==> config.mk <==
export PLATFORM = sky130hd
export DESIGN_NAME = div_seq
export DESIGN_NICKNAME = d
export VERILOG_FILES = /design/src/rtl/div_seq.sv
export SDC_FILE = /design/constraint.sdc
export NUM_CORES = 1
export LEC_CHECK = 0
export CAP_MARGIN = 20
export CORE_MARGIN = 5
export CORE_UTILIZATION = 45
export DETAILED_ROUTE_END_ITERATION = 10
export PLACE_DENSITY = 0.68
export SLEW_MARGIN = 20
export SYNTH_ARGS = -nofsm -noshare
export SYNTH_HDL_FRONTEND = slang
export SYNTH_SLANG_ARGS = --single-unit
==> constraint.sdc <==
create_clock -name clk -period 8.5 [get_ports clk]
set_clock_uncertainty 0.2 [all_clocks]
set_input_delay 1.7 -clock clk [delete_from_list [all_inputs] [get_ports clk]]
set_output_delay 1.7 -clock clk [all_outputs]
set_load 0.01 [all_outputs]
==> src/rtl/div_seq.sv <==
`default_nettype none
// ============================================================================
// Module      : div_seq
// Description : Sequential restoring divider for the EX stage. One quotient
//               bit per clock, 32 iterations, signed or unsigned, with
//               divide-by-zero short path and pipeline-flush cancellation.
//               result_o = {remainder, quotient}.
// Revision    : 1.0 - initial release
// ============================================================================
module div_seq #(
    parameter int WIDTH = 32
) (
    input  logic                 clk,
    input  logic                 rst,
    input  logic                 signed_div_i,
    input  logic [WIDTH-1:0]     opdata1_i,
    input  logic [WIDTH-1:0]     opdata2_i,
    input  logic                 start_i,
    input  logic                 annul_i,
    output logic [2*WIDTH-1:0]   result_o,
    output logic                 ready_o
);

    typedef enum logic [1:0] {
        S_FREE   = 2'd0,
        S_BYZERO = 2'd1,
        S_ON     = 2'd2,
        S_END    = 2'd3
    } state_t;

    // Iteration count at which all quotient bits have been produced.
    localparam logic [5:0] C_LAST_ITER = 6'(WIDTH);

    state_t               state_q, state_d;
    logic [5:0]           cnt_q, cnt_d;
    logic [WIDTH-1:0]     quo_q, quo_d;      // dividend shifts out, quotient shifts in
    logic [WIDTH-1:0]     rem_q, rem_d;      // partial remainder
    logic [WIDTH-1:0]     dvs_q, dvs_d;      // divisor magnitude
    logic                 quo_neg_q, quo_neg_d;
    logic                 rem_neg_q, rem_neg_d;
    logic [2*WIDTH-1:0]   result_q, result_d;
    logic                 ready_q, ready_d;

    // Operand magnitudes taken at the accept edge.
    logic                 w_op1_neg;
    logic                 w_op2_neg;
    logic [WIDTH-1:0]     w_op1_mag;
    logic [WIDTH-1:0]     w_op2_mag;

    // One restoring step: shift the next dividend bit into the remainder and
    // try to subtract the divisor. The remainder is always below the divisor,
    // so the trial value fits in WIDTH+1 bits and a fitting difference in WIDTH.
    logic [WIDTH:0]       w_trial;
    logic [WIDTH:0]       w_diff;
    logic                 w_fit;

    // Sign fix-up applied when the result is loaded.
    logic [WIDTH-1:0]     w_quo_fix;
    logic [WIDTH-1:0]     w_rem_fix;

    assign w_op1_neg = signed_div_i & opdata1_i[WIDTH-1];
    assign w_op2_neg = signed_div_i & opdata2_i[WIDTH-1];
    assign w_op1_mag = w_op1_neg ? (~opdata1_i + 1'b1) : opdata1_i;
    assign w_op2_mag = w_op2_neg ? (~opdata2_i + 1'b1) : opdata2_i;

    assign w_trial   = {rem_q, quo_q[WIDTH-1]};
    assign w_diff    = w_trial - {1'b0, dvs_q};
    assign w_fit     = ~w_diff[WIDTH];

    assign w_quo_fix = quo_neg_q ? (~quo_q + 1'b1) : quo_q;
    assign w_rem_fix = rem_neg_q ? (~rem_q + 1'b1) : rem_q;

    // Next-state, working-register and output computation.
    always_comb begin
        state_d   = state_q;
        cnt_d     = cnt_q;
        quo_d     = quo_q;
        rem_d     = rem_q;
        dvs_d     = dvs_q;
        quo_neg_d = quo_neg_q;
        rem_neg_d = rem_neg_q;
        result_d  = result_q;
        ready_d   = ready_q;

        unique case (state_q)
            S_FREE: begin
                ready_d  = 1'b0;
                result_d = '0;
                if (start_i && !annul_i) begin
                    quo_d     = w_op1_mag;
                    rem_d     = '0;
                    dvs_d     = w_op2_mag;
                    quo_neg_d = w_op1_neg ^ w_op2_neg;
                    rem_neg_d = w_op1_neg;
                    cnt_d     = '0;
                    state_d   = (opdata2_i == '0) ? S_BYZERO : S_ON;
                end
            end

            S_BYZERO: begin
                if (annul_i) begin
                    state_d  = S_FREE;
                    ready_d  = 1'b0;
                    result_d = '0;
                end else begin
                    state_d  = S_END;
                    ready_d  = 1'b1;
                    result_d = '0;
                end
            end

            S_ON: begin
                if (annul_i) begin
                    // Flush: drop all partial work.
                    state_d   = S_FREE;
                    ready_d   = 1'b0;
                    result_d  = '0;
                    cnt_d     = '0;
                    quo_d     = '0;
                    rem_d     = '0;
                    dvs_d     = '0;
                    quo_neg_d = 1'b0;
                    rem_neg_d = 1'b0;
                end else if (cnt_q == C_LAST_ITER) begin
                    state_d  = S_END;
                    ready_d  = 1'b1;
                    result_d = {w_rem_fix, w_quo_fix};
                end else begin
                    rem_d = w_fit ? w_diff[WIDTH-1:0] : w_trial[WIDTH-1:0];
                    quo_d = {quo_q[WIDTH-2:0], w_fit};
                    cnt_d = cnt_q + 6'd1;
                end
            end

            S_END: begin
                // Result is held for the requester; flushes do not apply here.
                if (!start_i) begin
                    state_d  = S_FREE;
                    ready_d  = 1'b0;
                    result_d = '0;
                end
            end

            default: begin
                state_d  = S_FREE;
                ready_d  = 1'b0;
                result_d = '0;
            end
        endcase
    end

    // State and datapath registers with asynchronous active-low clear.
    always_ff @(posedge clk or negedge rst) begin
        if (!rst) begin
            state_q   <= S_FREE;
            cnt_q     <= '0;
            quo_q     <= '0;
            rem_q     <= '0;
            dvs_q     <= '0;
            quo_neg_q <= 1'b0;
            rem_neg_q <= 1'b0;
            result_q  <= '0;
            ready_q   <= 1'b0;
        end else begin
            state_q   <= state_d;
            cnt_q     <= cnt_d;
            quo_q     <= quo_d;
            rem_q     <= rem_d;
            dvs_q     <= dvs_d;
            quo_neg_q <= quo_neg_d;
            rem_neg_q <= rem_neg_d;
            result_q  <= result_d;
            ready_q   <= ready_d;
        end
    end

    assign result_o = result_q;
    assign ready_o  = ready_q;

endmodule
`default_nettype wire

==> results of run 1 <==
metal layers:
metal | track usage [%] | wire length, um
met1 | 29.7 | 13500
met2 | 31.8 | 13000
met3 | 3.46 | 1730
met4 | 4.55 | 359
met5 | 0 | 0
critical path, delay by kind of cell:
| kind | cells | cell delay, ns |
|---|---|---|
| AND/OR/NAND/NOR | 5 | 1.75 |
| buffers and inverters | 1 | 0.48 |
| AO/OA/AOI/OAI | 2 | 0.43 |
| XOR/XNOR | 1 | 0.17 |
cells in the mapped netlist (4+ instances only):
library cell / instances
o21ai_0: 173
a21oi_1: 72
nor2b_1: 9
o22ai_1: 31
nand2b_1: 13
nor2_1: 63
o41ai_1: 14
xor2_1: 102
mux2i_1: 12
a211oi_1: 6
nand4_1: 4
nor4_1: 8
a22oi_1: 27
o211ai_1: 5
clkbuf_1: 59
a32oi_1: 12
and3_1: 15
and2_1: 4
or2_2: 4
xnor2_1: 46
o21ai_1: 7
a31oi_1: 6
or3_1: 8
a21o_1: 9
o21a_1: 6
o31ai_1: 32
or4_1: 16
inv_1: 55
or4_4: 5
nand3_1: 11
nand2_1: 179
dfrtp_1: 171
ha_1: 41
nor3_1: 27
power groups by stage:
stage          combinational, W  sequential (W)  clock [W]
5_1_grt                 0.00286         0.00129   0.000796
2_1_floorplan           0.00202         0.00117          0
3_5_place_dp            0.00253         0.00127          0
4_1_cts                 0.00254         0.00125   0.000757
3_3_place_gp            0.00249         0.00126          0
6_report                0.00255         0.00126   0.000744
through the flow:
step	hold WS [ns]	utilization [%]	std cells	area [sq um]
2_1_floorplan	0.254	-	1289	11000
3_5_place_dp	0.270	52.0	1692	12600
5_1_grt	0.308	54.4	1724	13200
6_report	0.278	54.4	1724	13200
4_1_cts	0.286	54.3	1724	13200
3_3_place_gp	0.260	52.0	1692	12600
cells in the final DEF, fill, tap and decap left out, drive strengths merged, types with 33 or more instances in the layout:
cell and instances:
o21ai 180, nand2 179, dfrtp 171, clkdlybuf4s50 132
xor2 102, a21oi 72, nor2 63, inv 63
xnor2 46, ha 41, o31ai 33
sequential cells by signal (all words and copies together), names as in the netlist:
signal and flops:
quo_neg_q 1, cnt_q 6, rem_neg_q 1, state_q 2, dvs_q 32, quo_q 32, ready_o 1, rem_q 32
result_o 64
worst max-delay path by stage:
stage	slack [ns]	cells past startpoint	startpoint	to
global placement	3.69	9	opdata2_i[7]	dvs_q[25]
CTS	4.08	9	opdata2_i[7]	dvs_q[25]
floorplan	4.37	8	opdata2_i[7]	dvs_q[25]
detailed placement	3.63	9	opdata2_i[7]	dvs_q[25]
finish	4.06	9	opdata2_i[7]	dvs_q[25]
global route	3.76	9	opdata2_i[7]	dvs_q[25]
cell families after synthesis:
logic type	Yosys count	share of synthesized area, %
flip-flops	171	38.8
buffers and inverters	121	4.36
XOR/XNOR	148	11.8
AO/OA/AOI/OAI	419	23.1
multiplexers	13	1.19
adder cells (fa/ha/maj)	42	4.83
AND/OR/NAND/NOR	375	15.9
cell type report:
type | count | area (sq um)
repair buffers | 145 | 1430
flip-flops and latches | 171 | 4280
inverters | 55 | 206
multi-input cells | 997 | 6310
clock buffers | 17 | 425
fillers | 2244 | 11100
well taps | 324 | 405
clock inverters | 15 | 133
==> summary.md, run 1 <==
| Metric | Value |
|---|---|
| Status | `finished clean` |
| Path class of the lowest-slack min-delay path | `reg2reg` |
| Sort of element at the end of the critical path | `register` |
| Synth Flop Type | `dfrtp_1` |
| # DRC | `0` |
| First-pass GRT wire length | `47000 um` |
| Fraction of power consumed by combinational cells | `roughly 56%` |
| Via count normalized by instance count | `around 5.6` |
| Placement Rows | `57` |
| Placer congestion estimate | `about 0.88` |
| Final setup viols | `0` |
| Critical register-to-register path startpoint | `quo_q[31]` |
| Area of the placeable core | `about 0.024 sq mm` |
| TritonCTS Buffers | `17` |
| Maximum ir drop on the vdd rail | `167 uV` |
| RSZ-0062 raised after global routing | `false` |
| Hold-fix buffers at CTS | `0` |
| Final period utilization | `between 50% and 60%` |
| Proportion of layout cells with a drive suffix above 1 | `~4.7%` |
| Clock share of power | `16.3%` |
| Share of the synthesized area in the top cell type | `~39%` |
| Number of setup buffers added after CTS | `0` |
| Half-perimeter wire length after detailed placement | `21200 um` |
| Number of antenna violations at the first check in global routing | `0` |
| Warnings from Yosys | `0` |
| Delay of the slowest critical-path stage | `roughly 0.62 ns` |
| Total global routing track utilization | `~20%` |
| Required time reported for the critical path endpoint | `8.59 ns` |
| Post-DRT Antenna Nets | `0` |
| Drt total wl | `28600 um` |
| Standard cell with the maximum stage delay on the critical path | `or4_1` |
| CTS tree | `yes` |
| Worst slack at placement | `3.63 ns` |
| Worst slew slack as a fraction of its limit | `approximately 37%` |
| Arrival time of the worst setup path | `4.53 ns` |
| Total negative slack for setup checks | `0 ns` |
| Achievable frequency | `approximately 230 MHz` |
| Total power | `0.00456 W` |
| Tightest Pin Transition | `~0.95 ns` |
| Pin count of the biggest net entering global routing | `110` |
| Maximum buffer depth of the clock tree | `2` |
| Detailed-route wire length per cell | `16.6 um` |
| Drt first-iter violations | `roughly 760` |
| Register area share after synthesis | `around two fifths` |
| Worst-path cell chain | `clkdlybuf4s50_1 > or4_1 > nand4bb_1 > or3_1 > nor3_1 > nand2_1 > o41ai_1 > xor2_1 > o22ai_1` |
| Post-synth top area cell | `dfrtp_1` |
| Cell area after synthesis | `about 0.011 sq mm` |
| Number of distinct library cell variants in the gate-level netlist after synthesis | `62` |
| P_int | `roughly 0.0024 W` |
| Count of maximum capacitance violations | `0` |
| Number of flops mapped to enable cells by yosys | `0` |
| Worst Reg2Reg Path Length in Cells | `12` |
| Total of cells resized after clock tree synthesis | `0` |
| Number of storage elements in the synthesis netlist | `approximately 170` |
| Fraction of power consumed by sequential logic | `27.7%` |
| Kind of start point of the critical path | `input port` |
| Area grow syn2layout | `19.6%` |
| Vias | `approximately 9700` |
| Count of endpoints failing hold in the final timing report | `0` |
| Die H | `167 um` |
| Vias in the first global route | `~9100` |
| Number of top-level pins | `134` |
| Hold depth | `2` |
| R2r endpoint | `rem_q[25]` |
| Net switching power | `~0.0021 W` |
| Clock transition time at the flip-flop clock pins of the worst setup and hold paths | `around 0.070 ns` |
| DR pass1 iterations | `6` |
| Area of the die | `0.0277 sq mm` |
| Crit Path Max Fanout | `5` |
| Proportion of synthesized flip-flops having asynchronous set or reset | `100%` |
| Number of diodes | `0` |
| Biggest area contributors in the synthesized netlist | `dfrtp_1 (39%), xor2_1 (8.1%), o21ai_0 (7.9%), nand2_1 (6.1%), ha_1 (4.7%)` |
| End point of the worst hold path | `result_o[10]` |
| Net switching fraction of the power | `46.8%` |
| Max H-tree Level | `4` |
| Minimum clock period after layout | `about 4.4 ns` |
| Initial cell density of the core | `a little under half` |
| Root Driver | `clkbuf_16` |
| Port Buf Inserts | `~130` |
| Setup slack after layout | `around 4 ns` |
| Total nets after synthesis | `1400` |
| Nets | `approximately 1500` |
| Gate Count Post-Synth | `1289` |
| Power per cell area | `between 300 and 400 mW/mm^2` |
| P_leak | `5.51 nW` |
| Start point of the worst hold path | `result_o[10]` |
| Final global-route overflow total | `0` |
| Die X-Extent | `between 150 and 200 um` |
| R2r setup slk | `4.53 ns` |
| CTS sink count | `between 150 and 200` |
| Synthesized area divided by synthesized cell count | `approximately 8.6 sq um` |
| Final number of max-transition violations | `0` |
| Class of the most critical setup path | `in2reg` |
| Latest clock arrival within the worst-skew pair | `around 0.44 ns` |
Note: power is estimated with default switching activity, not from simulation.
==> run 2: changes to the inputs <==
==> constraint.sdc (replaced) <==
create_clock -name clk -period 4.35 [get_ports clk]
set_clock_uncertainty 0.2 [all_clocks]
set_input_delay 0.87 -clock clk [delete_from_list [all_inputs] [get_ports clk]]
set_output_delay 0.87 -clock clk [all_outputs]
set_load 0.01 [all_outputs]
==> summary.md, run 2 (synthesis gave the netlist of run 1 again) <==
| Metric | Value |
|---|---|
| Number of setup buffers added after CTS | `0` |
| Worst hold slack across all endpoints | `roughly 0.28 ns` |
| Final number of max-transition violations | `0` |
| Drt first-iter violations | `655` |
| Worst slew slack as a fraction of its limit | `~34%` |
| Achievable frequency | `roughly 270 MHz` |
| Path class of the lowest-slack min-delay path | `reg2reg` |
| Die X-Extent | `between 150 and 200 um` |
| Half-perimeter wire length after detailed placement | `between 20000 and 25000 um` |
| Vias in the first global route | `approximately 9200` |
| Status | `finished clean` |
| Clock transition time at the flip-flop clock pins of the worst setup and hold paths | `about 0.07 ns` |
| Placer congestion estimate | `0.876` |
| Drt total wl | `~28000 um` |
| Final setup viols | `0` |
| Max reg flops | `64` |
| Uppermost layer routed | `met4` |
| Nets | `around 1500` |
| DR pass1 iterations | `5` |
| Required time reported for the critical path endpoint | `between 4 and 5 ns` |
| Net switching fraction of the power | `45.6%` |
| Sort of element at the end of the critical path | `register` |
| Kind of start point of the critical path | `register` |
| Count of maximum capacitance violations | `0` |
| Routed length on met2 | `roughly 13000 um` |
| Critical register-to-register path startpoint | `rem_q[10]` |
| R2r endpoint | `result_o[63]` |
| Worst setup path end | `result_o[63]` |
| R2r setup slk | `a little over 0.6 ns` |
| Net switching power | `a little over 0.004 W` |
| RSZ-0062 raised after global routing | `false` |
| Via count normalized by instance count | `roughly 5.6` |
| Root Driver | `clkbuf_16` |
| TritonCTS Buffers | `17` |
| Count of endpoints failing hold in the final timing report | `0` |
| Pin count of the biggest net entering global routing | `95` |
| Number of diodes | `0` |
| Maximum buffer depth of the clock tree | `2` |
| CTS tree | `yes` |
| Tightest Pin Transition | `0.985 ns` |
| Total of cells resized after clock tree synthesis | `0` |
| CTS sink count | `between 150 and 200` |
| Class of the most critical setup path | `reg2reg` |
| Most common library cell in the layout ignoring fill and taps | `nand2_1` |
| Latest clock arrival within the worst-skew pair | `approximately 0.43 ns` |
| Area of the die | `between 0.02 and 0.03 sq mm` |
| Hold-fix buffers at CTS | `0` |
| Port Buf Inserts | `between 100 and 150` |
| Area of the placeable core | `approximately 0.024 sq mm` |
| # fillers | `~2300` |
| Commonest cells after routing, fill and taps aside | `nand2_1 (179), o21ai_0 (173), dfrtp_1 (171)` |
| Minimum clock period after layout | `3.74 ns` |
| Power per cell area | `~680 mW/mm^2` |
| Vias | `between 9000 and 10000` |
| Number of top-level pins | `134` |
| # DRC | `0` |
| Post-DRT Antenna Nets | `0` |
| Fraction of power consumed by combinational cells | `around 56%` |
| Area taken by multi-input logic gates | `~0.0063 sq mm` |
| Detailed-routed wire length on met3 | `roughly 1400 um` |
| P_leak | `5.58 nW` |
| Final global-route overflow total | `0` |
| Total global routing track utilization | `between 20% and 30%` |
| Arrival time of the worst setup path | `between 3 and 4 ns` |
| Number of antenna violations at the first check in global routing | `0` |
| Critical Path Start | `rem_q[10]` |
| Area grow syn2layout | `20.5%` |
| First-pass GRT wire length | `about 47000 um` |
| Initial cell density of the core | `approximately 45%` |
| FF/Latch Area | `0.00428 sq mm` |
| Die H | `167 um` |
| Max H-tree Level | `4` |
| Post-route met1 wirelength | `between 10000 and 15000 um` |
| Placement Rows | `57` |
| Proportion of layout cells with a drive suffix above 1 | `about 5.2%` |
| P_int | `0.00493 W` |
| Detailed-route wire length per cell | `about 16 um` |
| Crit Path Max Fanout | `5` |
| Fraction of power consumed by sequential logic | `27.0%` |
| Final period utilization | `85.9%` |
| Maximum ir drop on the vdd rail | `approximately 460 uV` |
| Clock share of power | `about 17%` |
| Total negative slack for setup checks | `0 ns` |
| Worst Reg2Reg Path Length in Cells | `8` |
[run 2: cell types whose count changed in the layout (fill, tap and decap cells not counted)]
| cell | before | now |
|---|---|---|
| buf_12 | 0 | 2 |
| buf_4 | 12 | 17 |
| buf_6 | 0 | 1 |
| bufinv_16 | 0 | 2 |
| clkinv_2 | 0 | 1 |
| clkinvlp_4 | 5 | 3 |
| inv_8 | 3 | 1 |
| nand3_2 | 1 | 2 |
| nand3_4 | 1 | 0 |
[run 2: stage by stage]
step / cells / util [%] / setup WS [ns] / area [sq um] / power [W]
floorplan: 1289 / - / 0.819 / 11000 / 0.00623
global placement: 1699 / 52.3 / 0.361 / 12700 / 0.00742
detailed placement: 1699 / 52.3 / 0.332 / 12700 / 0.00750
CTS: 1731 / 54.8 / 0.613 / 13300 / 0.00907
global route: 1731 / 54.8 / 0.259 / 13300 / 0.00992
finish: 1731 / 54.8 / 0.614 / 13300 / 0.00907
[run 2: final cells by class]
class / instances / share of cell area, %
multi-input cells: 997 / 47.4
flip-flops and latches: 171 / 32.2
repair buffers: 152 / 11.3
clock buffers: 18 / 3.30
well taps: 324 / 3.05
inverters: 55 / 1.55
clock inverters: 14 / 1.21
[run 2: worst min path at each step]
stage | from | endpoint | slack (ns) | cells past startpoint
6_report | result_o[9] | result_o[9] | 0.28 | 2
3_3_place_gp | result_o[55] | result_o[55] | 0.26 | 2
2_1_floorplan | dvs_q[0] | dvs_q[0] | 0.25 | 2
4_1_cts | result_o[25] | result_o[25] | 0.29 | 2
3_5_place_dp | result_o[9] | result_o[9] | 0.27 | 2
5_1_grt | result_o[29] | result_o[29] | 0.30 | 2
[run 2: critical path: stages (launching register included)]
cell     delay (ns)
dfrtp_1        0.46
or4_4          0.59
or4_4          0.52
or4_4          0.44
or4_4          0.44
or4_4          0.47
o31ai_2        0.23
xor2_1         0.18
o21ai_1        0.07
[run 2: per-layer routing]
layer / vias to the layer above / global-route usage (%)
met1: 4539 / 28.8
met2: 230 / 32.9
li1: 4825 / -
met5: - / 0
met3: 26 / 3.13
met4: 0 / 4.80
[run 2: power by group through the flow]
stage / sequential (W) / clock [W] / combinational (W)
after CTS: 0.00244 / 0.00157 / 0.00506
final: 0.00245 / 0.00156 / 0.00506
after global routing: 0.00252 / 0.00165 / 0.00574
after floorplan: 0.00229 / 0 / 0.00394
after detailed placement: 0.00247 / 0 / 0.00503
after global placement: 0.00246 / 0 / 0.00496
